--- src/rtl/bit_comp4d.sv ---
// Registered magnitude comparator built from a cascade of 1-bit compare slices.
// Produces a one-hot {gt, eq, lt} code one cycle after each captured operand pair.
module bit_comp4d #(
  parameter int WIDTH      = 4,
  parameter bit SIGNED_CMP = 1'b0
) (
  input  logic             clk,
  input  logic             rst_n,
  input  logic             in_valid,
  input  logic [WIDTH-1:0] a,
  input  logic [WIDTH-1:0] b,
  output logic [2:0]       out,
  output logic             out_valid
);

  logic [2:0] out_d, out_q;
  logic       valid_d, valid_q;

  // Walk the slices from the MSB; a lower slice only decides while every slice above it is equal.
  always_comb begin
    logic gtAcc, ltAcc, eqAcc, gBit, lBit, tmpBit;
    gtAcc = 1'b0;
    ltAcc = 1'b0;
    eqAcc = 1'b1;
    for (int i = WIDTH - 1; i >= 0; i--) begin
      gBit = a[i] & ~b[i];
      lBit = ~a[i] & b[i];
      if (SIGNED_CMP && (i == WIDTH - 1)) begin
        tmpBit = gBit;
        gBit   = lBit;
        lBit   = tmpBit;
      end
      gtAcc = gtAcc | (eqAcc & gBit);
      ltAcc = ltAcc | (eqAcc & lBit);
      eqAcc = eqAcc & ~(a[i] ^ b[i]);
    end
    out_d   = {gtAcc, eqAcc, ltAcc};
    valid_d = in_valid;
  end

  always_ff @(posedge clk or negedge rst_n) begin
    if (!rst_n) begin
      out_q   <= 3'b000;
      valid_q <= 1'b0;
    end else begin
      valid_q <= valid_d;
      if (in_valid) begin
        out_q <= out_d;
      end
    end
  end

  assign out       = out_q;
  assign out_valid = valid_q;

endmodule

--- config.mk ---
export PLATFORM = sky130hd
export DESIGN_NAME = bit_comp4d
export DESIGN_NICKNAME = d
export VERILOG_FILES = /design/src/rtl/bit_comp4d.sv
export SDC_FILE = /design/constraint.sdc
export NUM_CORES = 1
export LEC_CHECK = 0
export BUFFER_PORTS_ARGS = -buffer_cell sky130_fd_sc_hd__buf_2
export CORE_AREA = 2 2 39 41
export CTS_CLUSTER_SIZE = 24
export DETAILED_ROUTE_END_ITERATION = 8
export DIE_AREA = 0 0 41 43
export PLACE_DENSITY = 0.47
export RECOVER_POWER = 50
export SETUP_SLACK_MARGIN = 0.5
export SLEW_MARGIN = 10
export SYNTH_ARGS = -nofsm -noshare
export SYNTH_HDL_FRONTEND = slang
export SYNTH_SLANG_ARGS = --single-unit
--- constraint.sdc ---
create_clock -name clk -period 0.9 [get_ports clk]
set_input_delay 0.18 -clock clk [delete_from_list [all_inputs] [get_ports clk]]
set_output_delay 0.18 -clock clk [all_outputs]
set_load 0.02 [all_outputs]
; Yosys cells after proc, flatten, opt, wreduce, memory -nomap -nowiden
; Index checks and enable logic that the tools add are counted.
; Widths: inputs -> output; s select.
[totals]
register_bits = 4
latchBits = 0
n_memories = 0
ram_bits = 0
inputBits = 11
mem_bits_ro = 0
output_inout_bits = 4
[classes]
bitwise_logic = 39
n_shift = 0
div = 0
n_addsub = 0
reduce_logical = 0
mux = 0
magnitude_cmp = 0
mul = 0
eq_ne = 0
[ops]
columns = op, n
row1 = $and 1x1->1, 17
row2 = $not 1->1, 12
row3 = $or 1x1->1, 6
row4 = $xor 1x1->1, 4

; Longest topological paths before layout
[logic_depth]
ltp_word = 6
mapped_depth = 5
ltp_nobuf = 5

; Worst setup path after synthesis
; OpenSTA, ideal clock, no wires.
[synth_path]
path_kind = input-to-reg
from = input a[3]
to = register out_q[2] (netlist: out[2])
setup_slack_ns = -0.263
path_buffers = 0
arrival_time_ns = 1.037
cell_stages = 5
path_cell_list = inv_1 ha_1 and3_4 a221oi_2 a21oi_1
[synth_via]
elab_chain_cells = 6
elab_cells_between_ends = 11
classes_between = 11 x bitwise
[synth_lines]
columns = item, line_no
row1 = from (decl), 10  ; input logic [WIDTH-1:0] a,
row2 = $xor 1x1->1, 35  ; eqAcc = eqAcc & ~(a[i] ^ b[i]);
row3 = $not 1->1, 35
row4 = $and 1x1->1 (on tied branches), "33, 35"
row5 = $or 1x1->1 (tied with other cells), 33  ; gtAcc = gtAcc | (eqAcc & gBit);
row6 = $or 1x1->1 or $and 1x1->1 (tied branches), 33
row7 = $or 1x1->1 *, 33
row8 = to (signal assigned), 48  ; out_q <= out_d;
row9 = to (decl), 16  ; logic [2:0] out_d, out_q;
; Mark *: on every way between the ends. The rest lies on a longest branch, timed or not.
; A chain may end at the register's enable or synchronous reset.

; Final worst setup path
[layout_path]
from = register out_q[0] (netlist: out[0])
to = output out[0]
[layout_rtl]
columns = item, line_no
row1 = to (decl), 12  ; output logic [2:0] out,
; No word-level cell between the ends.

==> impl_metrics.ini <==
[critical_path]
endpoint_kind = output pin
r2r_start = out[1]
required_ps = 720
worst_setup_path_start_kind = flop
worst_path_max_delay_cell = dfrtp_2
crit_buf_inv = 1
worstSetupPathType = flop to output pin
worstPathMaxFanout = 2
r2r_setup_slack_ps = 170
reg2reg_depth = 3
critPathTopFamily = flip-flops
cp.arrival_ps = 760
crit_chain = buf_6
setup.worst_path.start = out[0]
max_stage_delay_ps = 400
r2r-end = out[1]

[layout]
design_area_um2 = 602
layout_common_cells = 11 x buf_6, 6 x inv_1, 5 x ha_1
fillCellCount = 142
fin_util = 0.435
drive_above_1_share = 0.636
areaGrowthSynthToFinish_pct = 92.4
fin_cells = 71
mostFrequentLayoutCell = buf_6
num_antenna_cells = 0
fin_nets = 76
layout.area.seq_um2 = 103
multi_input_area_um2 = 228

[place]
post-place-cells = 65
post-place-ws_ps = -334
dpl_cell_area_um2 = 479
routabilityCongestion = 0.641
place.detailed.hpwl_um = 544
portBuffers = 14

[drt]
routed_wirelength_um = 660
drc = 0
vias_per_cell = 4.14
wl_per_cell_um = 9.30
firstDrtPassIters = 4
postRouteAntennaNets = 0
num_vias = 294
initialDrtViolationCount = 2

[status]
status = complete, but fails checks
violations = hold timing, setup timing

[power_and_ir_drop]
power_density_nw_per_um2 = 1130
ir_worst_vdd_uv = 444
fin_total_pwr_mw = 0.682
p_leak_nw = 0.306

[timing]
tns_ps = -169
slew_headroom = 0.849
worstMarginPinSlew_ps = 226
layout_setup_ws_ps = -38.3
hold_ws_ps = -237
setup-violations-final = 6
final_hold_viol_count = 4
rsz0062_at_grt = yes
maxSlewViolCount = 0
fmax_ghz = 1.07
fin_crit_sh = 1.04
skew_ps = 0
period_needed_ps = 938

[clock_tree]
clock_path_buffers = 2
cts_tree = built
htree_levels = 1
numCtsBuffers = 3
cts_sinks = 4
clk_pin_slew_ps = 40
clock_latency_ps = 230
clockRootBuffer = clkbuf_4

[global_route]
antenna_found_initial = 0
grt_util_all_layers = 0.0965
grt_max_degree = 8
grt-ovfl-total = 0
grt_pass1_vias = 268
grt_pass1_wl_um = 1040

[synthesis]
ys_warn_count = 0
synth_cells = 32
synth_top_area_share = 0.320
synth_top_area_cell = dfrtp_1
ys_seq_area_frac = 0.320
yosys-top-cells-area = dfrtp_1 32%, ha_1 32%, inv_1 11%
synth_area_um2 = 313
synth_nets = 51
ys_types = 12
synth_area_per_cell_um2 = 9.78
ys_ff_latch = 4

[floorplanning]
die_w_um = 41
dieArea_um2 = 1760
fp.dieH_um = 43
start_util = 0.226
core_um2 = 1380
num_rows = 14
ios = 15

[min_path]
hold_path.class = input port to asynchronous set/reset pin

[flow_run]
max_cap_violations = 0
[worst max-delay path by stage]
stage,to,slack [ps],depth (start not counted)
after floorplan,out[2],-100,4
after global placement,out[0],-280,6
after detailed placement,out[0],-330,6
after CTS,out[0],-50,6
after global routing,out[0],-90,6
final,out[0],-40,1
[repair_timing]
action	in CTS	in global routing
endpoints found under the hold margin	4	4
setup endpoints to repair	7	7
pin swaps	4	4
resized for setup	20	1
buffers inserted	3	0
[cells in the mapped netlist (all sizes together)]
cell type	n
nand3	1
a221oi	2
inv	9
nor2	2
dfrtp	4
o21ai	1
ha	8
a21oi	2
a21o	2
and3	1
[registers in the layout, summed over array words and instances, names as in the netlist]
register   count
out            3
out_valid      1
[kinds of logic after synthesis]
kind of cell / share of synthesized area
and+or+nand+nor: 0.0760
buffers and inverters: 0.108
AOI/OAI and AO/OA: 0.176
adders and majority gates: 0.320
DFF: 0.320
[power by group]
group          switching, mW  total (mW)  leakage [nW]  internal (mW)
logic                  0.104       0.251         0.247          0.147
registers             0.0110       0.210        0.0458          0.199
clock network         0.0720       0.221        0.0138          0.149
total                  0.187       0.682         0.306          0.495
[metal layers]
| layer | global-route usage | wire length (µm) | part of all wire |
|---|---|---|---|
| met1 | 0.106 | 274 | 0.42 |
| met2 | 0.122 | 359 | 0.54 |
| met3 | 0.0471 | 27 | 0.041 |
| met4 | 0.100 | 0 | 0 |
| met5 | 0 | 0 | 0 |
[cell type report]
type                            count  share of cell area
Inverter                            9              0.0686
Multi-Input combinational cell     19               0.378
Timing Repair Buffer               20               0.312
Sequential cell                     4               0.170
Tap cell                           16              0.0333
Clock buffer                        3              0.0374
(Power assumes the default switching activity.)
